[config.mk]
export PLATFORM = sky130hd
export DESIGN_NAME = dbus_pair_server
export DESIGN_NICKNAME = d
export VERILOG_FILES = /design/src/rtl/dbus_pair_server.sv
export SDC_FILE = /design/constraint.sdc
export NUM_CORES = 1
export LEC_CHECK = 0
export ABC_AREA = 0
export CORE_ASPECT_RATIO = 1.25
export CORE_UTILIZATION = 50
export DETAILED_ROUTE_END_ITERATION = 16
export PLACE_DENSITY = 0.87
export RECOVER_POWER = 100
export SYNTH_ARGS = -nofsm -noshare
export SYNTH_HDL_FRONTEND = slang
export SYNTH_SLANG_ARGS = --single-unit
[constraint.sdc]
create_clock -name i_clk -period 3 [get_ports i_clk]
set_input_delay 0.45 -clock i_clk [delete_from_list [all_inputs] [get_ports i_clk]]
set_output_delay 0.45 -clock i_clk [all_outputs]
set_load 0.1 [all_outputs]
[src/rtl/dbus_pair_server.sv]
// Serialises the memory stage's two dbus slot requests (slot 1 first) onto one downstream bus and buffers the per-slot responses.
// Latency: a lone op answered in its first issue cycle completes two cycles after the request is seen. Downstream stalls hold mreq; all_done stalls the pipeline.
module dbus_pair_server #(
  parameter int ADDR_W = 32,
  parameter int DATA_W = 32,
  localparam int STRB_W = DATA_W / 8,
  localparam int REQ_W  = 1 + ADDR_W + 3 + STRB_W + DATA_W,
  localparam int RESP_W = 2 + DATA_W
) (
  input  logic                 i_clk,
  input  logic                 i_resetn,
  input  logic [2*REQ_W-1:0]   i_dreq,
  input  logic                 i_advance,
  input  logic                 i_flush,
  output logic [2*RESP_W-1:0]  o_dresp,
  output logic                 o_all_done,
  output logic [REQ_W-1:0]     o_mreq,
  input  logic [RESP_W-1:0]    i_mresp
);

  typedef enum logic [1:0] {S_IDLE, S_ISSUE, S_WAIT, S_HOLD} state_t;

  state_t            r_state, w_state_nxt;
  logic [REQ_W-1:0]  r_lat [2];
  logic [DATA_W-1:0] r_buf [2];
  logic              r_sel, w_sel_nxt;
  logic [1:0]        r_pend, w_pend_nxt;
  logic [1:0]        r_done, w_done_nxt;
  logic              r_kill, w_kill_nxt;
  logic              w_latch, w_complete, w_buf_we;
  logic [REQ_W-1:0]  w_cur, w_mreq;
  logic              w_v1, w_v0, w_addr_ok, w_data_ok;

  assign w_v1      = i_dreq[2*REQ_W-1];
  assign w_v0      = i_dreq[REQ_W-1];
  assign w_addr_ok = i_mresp[RESP_W-1];
  assign w_data_ok = i_mresp[RESP_W-2];
  assign w_cur     = r_lat[r_sel];

  always_ff @(posedge i_clk or negedge i_resetn) begin
    if (!i_resetn) r_state <= S_IDLE;
    else           r_state <= w_state_nxt;
  end

  always_comb begin
    w_state_nxt = r_state;
    w_sel_nxt   = r_sel;
    w_pend_nxt  = r_pend;
    w_done_nxt  = r_done;
    w_kill_nxt  = r_kill;
    w_latch     = 1'b0;
    w_complete  = 1'b0;
    w_buf_we    = 1'b0;
    w_mreq      = '0;
    case (r_state)
      S_IDLE: begin
        if (!i_flush && (w_v1 || w_v0)) begin
          w_latch     = 1'b1;
          w_pend_nxt  = {w_v1, w_v0};
          w_sel_nxt   = w_v1;
          w_state_nxt = S_ISSUE;
        end
      end
      S_ISSUE: begin
        // An accepted-in-progress request is never withdrawn; a flush only marks the pair dead.
        w_mreq          = w_cur;
        w_mreq[REQ_W-1] = 1'b1;
        if (i_flush) w_kill_nxt = 1'b1;
        if (w_addr_ok) begin
          if (w_data_ok) w_complete  = 1'b1;
          else           w_state_nxt = S_WAIT;
        end
      end
      S_WAIT: begin
        if (i_flush)   w_kill_nxt = 1'b1;
        if (w_data_ok) w_complete = 1'b1;
      end
      S_HOLD: begin
        if (i_advance || i_flush) begin
          w_state_nxt = S_IDLE;
          w_done_nxt  = 2'b00;
        end
      end
      default: w_state_nxt = S_IDLE;
    endcase

    if (w_complete) begin
      w_buf_we              = (w_cur[DATA_W +: STRB_W] == '0);
      w_pend_nxt[r_sel]     = 1'b0;
      w_done_nxt[r_sel]     = 1'b1;
      if (r_kill || i_flush) begin
        w_state_nxt = S_IDLE;
        w_done_nxt  = 2'b00;
        w_pend_nxt  = 2'b00;
        w_kill_nxt  = 1'b0;
      end else if (r_pend[~r_sel]) begin
        w_sel_nxt   = ~r_sel;
        w_state_nxt = S_ISSUE;
      end else begin
        w_state_nxt = S_HOLD;
      end
    end
  end

  always_ff @(posedge i_clk or negedge i_resetn) begin
    if (!i_resetn) begin
      r_lat[0] <= '0;
      r_lat[1] <= '0;
      r_buf[0] <= '0;
      r_buf[1] <= '0;
      r_sel    <= 1'b0;
      r_pend   <= 2'b00;
      r_done   <= 2'b00;
      r_kill   <= 1'b0;
    end else begin
      if (w_latch) begin
        r_lat[1] <= i_dreq[2*REQ_W-1:REQ_W];
        r_lat[0] <= i_dreq[REQ_W-1:0];
      end
      if (w_buf_we) r_buf[r_sel] <= i_mresp[DATA_W-1:0];
      r_sel  <= w_sel_nxt;
      r_pend <= w_pend_nxt;
      r_done <= w_done_nxt;
      r_kill <= w_kill_nxt;
    end
  end

  assign o_mreq     = w_mreq;
  assign o_dresp    = {r_done[1], r_done[1], r_buf[1], r_done[0], r_done[0], r_buf[0]};
  assign o_all_done = (r_state == S_HOLD) || ((r_state == S_IDLE) && !w_v1 && !w_v0);

endmodule

### Word-level counts from Yosys, hierarchy flattened

Index checks and enable logic that the tools add are counted.

* $lt $le $gt $ge: 5
* eq/ne operators: 7
* mux-type cells: 42
* bitwise logic cells: 5
* reduce and logical (&&, ||, !) cells: 17

Operators by type and width (count)
* $mux 71: 3
* $mux 72: 1
* $bwmux 64: 1
* $demux 32 s1: 1
* $mux 32: 1
* $mux 2: 15
* $mux 1: 17
* $ne 3x3->1 const B: 4
* $pmux 2 s3: 1
* $logic_and 1x1->1: 5
* $reduce_and 5->1: 1
* $eq 2x2->1 const B: 2
* $logic_not 4->1: 1
* $logic_or 1x1->1: 4
* $lt 1x2->1 const B: 2
* $reduce_bool 4->1: 1
* $logic_not 1->1: 3
* $and 2x2->2: 1
* $eq 2x1->1 const B: 1
* $ge 2x2->1 const B: 1
* $logic_not 2->1: 1
* $lt 2x1->1 const B: 1
* $not 1->2: 1
* $not 2->2: 1
* other kinds (6): 6

* register bits after elaboration: 214
* input bits: 182
* output and inout bits: 141
* word-level logic and storage cells: 85

### Depth between registers and ports, before layout

Gate-level depths: netlist of the first run.

* depth after elaboration: 8
* depth in mapped cells: 9

### Worst setup path after synthesis of the first run

No wires, ideal clock.

* path kind: register to output
* start: register r_sel
* end: output o_mreq[0]
* arrival: 2370 ps
* path slack: 180 ps
* stages on the path, launching flop included: 6
* path through: dfrtp_1 clkbuf_1 buf_2 buf_2 mux2i_1 nor2b_1

* cells in the longest elaborated chain, start to end: 5

Ends and longest elaborated chain
* start, declared: RTL line 26 `logic r_sel, w_sel_nxt;`
* start signal, assigned: RTL line 121 `r_sel <= w_sel_nxt;`
* $not 1->2 (not written as such): RTL line 38 `assign w_cur = r_lat[r_sel];`
* $mux 71 (not written as such) (3 in series): RTL line 38
* $mux 72: RTL line 55 `case (r_state)`
* end, declared: RTL line 17 `output logic [REQ_W-1:0] o_mreq,`

No other way between the ends. The select of a mux whose other input is x is not followed.

### Final worst setup path of the first run

* start: register r_state[1]
* end: output o_mreq[48]

* cells in the longest elaborated chain, start to end: 2

Ends and longest elaborated chain
* start, declared: RTL line 23 `state_t r_state, w_state_nxt;`
* start signal, assigned: RTL line 42 `else r_state <= w_state_nxt;`
* $eq 2x1->1: RTL line 55
* $mux 72: RTL line 55

No other way between the ends.

==> summary.txt, run 1 <==
status: complete, no violations
final instance area: 13000 um2
synth unique cells: 34
Detailed Route Iter0 Violations: 374
met1 Use GR: 0.304
final RePlAce weighted congestion: 0.819
Global Route Usage Sum: 0.263
xor-xnor portion of the synthesized cell area: 0
H-Tree Depth: 1
required time of the critical path: 2.55 ns
Mean Syn Cell Area: 10.0 um2
ys flop type: dfrtp_1
deepest clock path buffer count: 3
CTS root buf: clkbuf_16
IO Count: 323
area share of the largest cell type after synthesis: 0.557
Post-Syn Area: 9610 um2
routed vias: 7732
number of global-route vias before repair: 7842
Synth Area in Compound Gates: 0.0151
YS warnings: 0
simple-gate share of the synthesized area: 0.224
Die Wd: 126 um
Starting Density: 0.512
overall die height: 157 um
dpl cell area: 13200 um2
max_slew headroom: 0.0494
number of buffers created by CTS: 23
Reg clk slew, reported paths: 0.06 ns
sequential share of the synthesized area: 0.557
WL per Instance: 17.4 um
most common cell in the netlist: nand2_1
P&R area growth vs syn: 34.9%
initial antenna violation count: 0
largest net degree at the start of global routing: 78
Tightest Hold Check Type: reg2reg
Peak Freq: 364 MHz
largest family of logic cells by synthesized area: simple AND/OR/NAND/NOR gates
final WL: 26200 um
first-pass iteration count of the detailed router: 4
max_cap viols: 0
GR Util met2: 0.479
post-synthesis net count: 1144
area leader, netlist: dfrtp_1
Post CTS Setup Buffer Count: 0
layout cells sized above 1: 0.110
CTS tree: done
mux cell area share after synthesis: 0.165
minimum clock period: 2.75 ns
# clock sinks: 214
RSZ-0062 raised after global routing: no
hold depth: 2
Layout Nets: 1448
Clock Skews: 0.00843 ns
final setup fails: 0
Yosys reg bits: 214
core area: 18800 um2
Synth async-reset ratio: 1.00
Antenna diodes: 0
Area contributors post-synth: dfrtp_1 56%, nand2_1 17%, mux2i_1 7.8%
# rows: 56
Hold Violations, Final: 0
clock latency on the worst-skew pair: 0.50 ns
antenna viol nets, final: 0
Startpoint Class: flip-flop
WP data arrival: 2.30 ns
critical path peak fanout: 33
DR vias/cell: 5.13
Overflow after GRT: 0
Worst-Margin Slew: 1.43 ns
Final Cycle Share: 0.917
hpwl dp: 17400 um
EDFF count, synth: 0
IO buf count: 322
die area: 19800 um2
GRT Max-Usage Layer: met2
top cells by count, synth: 430 x nand2_1, 214 x dfrtp_1, 75 x mux2i_1, 71 x nor2b_1, 30 x mux2_4
Reg2Reg Setup Slack: 0.37 ns
setup_tns: 0 ns
DRC violations left: 0
Critical Path End Type: primary output
Mapped Cells: 957
Max Slew Vio Count: 0
GR Layer Usage met3: 0.0639
Adder-Cell Fraction of Synth Area: 0.00651
R2R depth: 6
first-pass GRT wire length: 41000 um
Core Util, Final: 0.690
CP Class: reg2out
## sequential cells by signal (all words and copies together), names as in the netlist
signal and count:
r_sel 1, o_dresp 64, r_state 2, r_pend 2, r_kill 1, r_done 2
r_lat 142
## final timing paths
path                                             start                 endpoint
worst max register to register  r_state[0]$_DFFE_PN0P_    r_lat[86]$_DFFE_PN0P_
max in group asynchronous                     i_resetn  o_dresp[51]$_DFFE_PN0P_
worst max-delay path            r_state[1]$_DFFE_PN0P_               o_mreq[48]
min in group asynchronous                     i_resetn    r_lat[32]$_DFFE_PN0P_
worst min-delay path             r_lat[92]$_DFFE_PN0P_    r_lat[92]$_DFFE_PN0P_
worst min register to register   r_lat[92]$_DFFE_PN0P_    r_lat[92]$_DFFE_PN0P_
## per-layer routing
metal,routed length (um),part of all wire,vias to the layer above
li1,-,-,3644
met1,10200,0.39,3760
met2,13500,0.51,280
met3,1880,0.072,48
met4,688,0.026,0
met5,0,0,-
## timing repair
item                                   4_1_cts  5_1_grt
hold buffers                                 1        0
endpoints found under the hold margin       49        0
gates resized for setup                      0        0
## through the flow
stage,worst slack (ns),hold slack [ns],instances
global placement,0.722,0.437,1467
CTS,0.361,0.459,1506
global route,0.140,0.470,1506
floorplan,0.180,0.154,957
finish,0.250,0.471,1506
detailed placement,0.683,0.436,1467
## area by class of cell
type / count / area (um2)
Inverter: 3 / 11.3
Clock inverter: 7 / 110
Multi-Input combinational cell: 682 / 3850
Tap cell: 232 / 290
Sequential cell: 214 / 5360
Timing Repair Buffer: 337 / 2700
Clock buffer: 31 / 646
Fill cell: 1451 / 5810
## cells in the final DEF, fill, tap and decap left out, drive strengths merged
cell type and instances:
a221oi 1, clkinv 4, a221o 1, nand2b 1
mux2 64, nor4 2, nor2b 71, a21oi 5
and3 1, nor3b 2, ha 5, nand3b 1
clkdlybuf4s50 180, o21bai 3, inv 3, clkbuf 169
nand3 2, nor3 1, mux2i 75, dfrtp 214
a22oi 3, a31o 1, a211oi 1, and2 1
dlygate4sd3 1, nand2 430, bufinv 3, a32oi 1
nor2 7, buf 18, o21ba 1, o21ai 2
## critical path: stages, from the launching register on
cell and delay, ns:
dfrtp_1 0.41, inv_1 0.12, ha_2 0.23, buf_4 0.33
nor2b_1 0.21, clkbuf_2 0.49
## logic make-up (layout without fill, tap and decap cells)
logic type | count (synthesis) | after routing
multiplexers | 139 | 139
buffers and inverters | 61 | 378
AO/OA/AOI/OAI | 19 | 19
flip-flops | 214 | 214
adder cells (fa/ha/maj) | 5 | 5
AND/OR/NAND/NOR | 519 | 519
Power of run 1 is left out: the tool's default activity adds up to more than one toggle a clock period on the data nets, which glitch-free logic cannot reach.
==> run 2, diff against run 1 <==
SKIP_LAST_GASP = 1   (was unset)
==> results of run 2 <==
The final DEF is identical to that of run 1; final timing and power are the same.
Power of run 2 is left out for the same reason.
==> run 3, diff against run 2 <==
ABC_CLOCK_PERIOD_IN_PS = 3000   (was unset)
CORE_MARGIN = 4   (was unset)
RECOVER_POWER = 25   (was 100)
==> summary.txt, run 3 (synthesized netlist as in run 1, its figures left out) <==
WL per Instance: 18.6 um (+6.7%)
antenna viol nets, final: 0 (unchanged)
Starting Density: 0.510 (-0.00190)
critical path peak fanout: 37 (+12%)
deepest clock path buffer count: 3 (unchanged)
Overflow after GRT: 0 (unchanged)
Tightest Hold Check Type: in2reg
worst setup path startpoint: r_state[1]$_DFFE_PN0P_
DRC violations left: 0 (unchanged)
clock latency on the worst-skew pair: 0.50 ns (about the same)
Hold Violations, Final: 0 (unchanged)
number of global-route vias before repair: 8208 (+4.7%)
status: complete, no violations
DR vias/cell: 5.18 (+0.95%)
met1 Use GR: 0.288 (-0.0153)
Top reg by flops: r_lat
initial antenna violation count: 0 (unchanged)
Final Cycle Share: 0.887 (-0.0296)
WP data arrival: 2.21 ns (-0.09 ns)
GRT Max-Usage Layer: met2
required time of the critical path: 2.55 ns (about the same)
Core Util, Final: 0.745 (+0.0549)
Worst R2R Start: r_state[0]$_DFFE_PN0P_
max reg flops: 142 (unchanged)
hold depth: 3 (+1)
final setup fails: 0 (unchanged)
Layout Nets: 1449 (+0.069%)
GR Layer Usage met3: 0.0680 (+0.00408)
minimum clock period: 2.66 ns (-0.0888 ns)
max_cap viols: 0 (unchanged)
routed vias: 7821 (+1.2%)
dpl cell area: 13300 um2 (+0.21%)
Antenna diodes: 0 (unchanged)
first-pass GRT wire length: 43900 um (+7.0%)
CP Class: reg2out
hpwl dp: 19200 um (+10%)
commonest non-fill, non-tap cells in the layout: 429 x nand2_1, 213 x dfrtp_1, 180 x clkdlybuf4s50_1
RSZ-0062 raised after global routing: no
Clock Skews: 0.0189 ns (+0.0105 ns)
IO buf count: 322 (unchanged)
CTS root buf: clkbuf_16
final instance area: 14000 um2 (+8.3%)
Detailed Route Iter0 Violations: 484 (+29%)
overall die height: 163 um (+3.8%)
first-pass iteration count of the detailed router: 5 (+1)
R2R depth: 8 (+2)
Slowest cell on crit path: dfrtp_1
Buf/Inv on CP: 3 (unchanged)
WP depth: 5 (unchanged)
# rows: 56 (unchanged)
number of buffers created by CTS: 22 (-4.3%)
critical path cell sequence: inv_1 > ha_2 > buf_4 > nor2b_1 > buf_12
final WL: 28000 um (+6.9%)
core area: 18800 um2 (+0.37%)
family with the most delay on the worst path: buffers and inverters
P&R area growth vs syn: 46.2%
Die Wd: 132 um (+4.8%)
Reg clk slew, reported paths: 0.07 ns (about the same)
GR Util met2: 0.455 (-0.0244)
Max Slew Vio Count: 0 (unchanged)
CTS tree: done
H-Tree Depth: 1 (unchanged)
die area: 21500 um2 (+8.8%)
final RePlAce weighted congestion: 0.845 (+3.1%)
Peak Freq: 376 MHz (+3.3%)
Hold Path Origin: i_dreq[140]
most common cell after layout, fill and taps aside: nand2_1
Worst-Margin Slew: 1.37 ns (-0.0604 ns)
slowest cell delay on critical path: 0.42 ns (-0.07 ns)
setup_tns: 0 ns (unchanged)
WHS: 0.469 ns (-0.00162 ns)
Startpoint Class: flip-flop
IO Count: 323 (unchanged)
layout cells sized above 1: 0.193 (+0.0835)
max_slew headroom: 0.0896 (+0.0402)
Global Route Usage Sum: 0.254 (-0.00876)
largest net degree at the start of global routing: 82 (+5.1%)
# clock sinks: 214 (unchanged)
Critical Path End Type: primary output
[run 3: cell types whose count changed in the layout (fill, tap and decap cells not counted), moves of 2 or more]
cell | before | now
buf_4 | 4 | 106
clkbuf_1 | 74 | 1
clkbuf_2 | 66 | 2
buf_12 | 12 | 49
mux2_1 | 51 | 22
mux2_4 | 1 | 30
buf_2 | 2 | 0
bufinv_16 | 3 | 5
clkbuf_4 | 2 | 0
[run 3: area by class of cell]
class,count,area [um2]
tap,232,290
clock buffer,27,621
timing repair buffer,339,3610
inverter,3,11.3
fill,1159,4800
clock inverter,12,191
sequential,214,5360
multi-input combinational,682,3960
[run 3: metrics by stage]
| step | cells | setup WS (ns) |
|---|---|---|
| 2_1_floorplan | 957 | 0.180 |
| 3_3_place_gp | 1469 | 0.720 |
| 3_5_place_dp | 1469 | 0.623 |
| 4_1_cts | 1509 | 0.339 |
| 5_1_grt | 1509 | 0.240 |
| 6_report | 1509 | 0.339 |
[run 3: worst min-delay path: stages]
cell	delay, ns
clkdlybuf4s50_1	0.40
nand2_1	0.05
nand2_1	0.04
[run 3: timing repair]
item,4_1_cts,5_1_grt
endpoints found under the setup margin,0,0
endpoints found under the hold margin,45,0
hold buffers,1,0
resized for setup,0,0
setup buffers,0,0
[run 3: worst paths after layout]
path | endpoint | slack [ns]
max | o_mreq[48] | 0.34
min | r_lat[68]$_DFFE_PN0P_ | 0.47
max reg2reg | o_dresp[0]$_DFFE_PN0P_ | 0.74
min reg2reg | r_lat[119]$_DFFE_PN0P_ | 0.47
max in group asynchronous | o_dresp[11]$_DFFE_PN0P_ | 0.65
min in group asynchronous | o_dresp[8]$_DFFE_PN0P_ | 0.52
[run 3: per-layer routing]
metal  share of wire  wire, um  vias to the layer above
met2            0.51     14200                      363
met4           0.043      1220                        0
met3           0.087      2430                       75
met5               0         0                        -
met1            0.36     10200                     3732
li1                -         -                     3651
Power of run 3 is left out for the same reason.
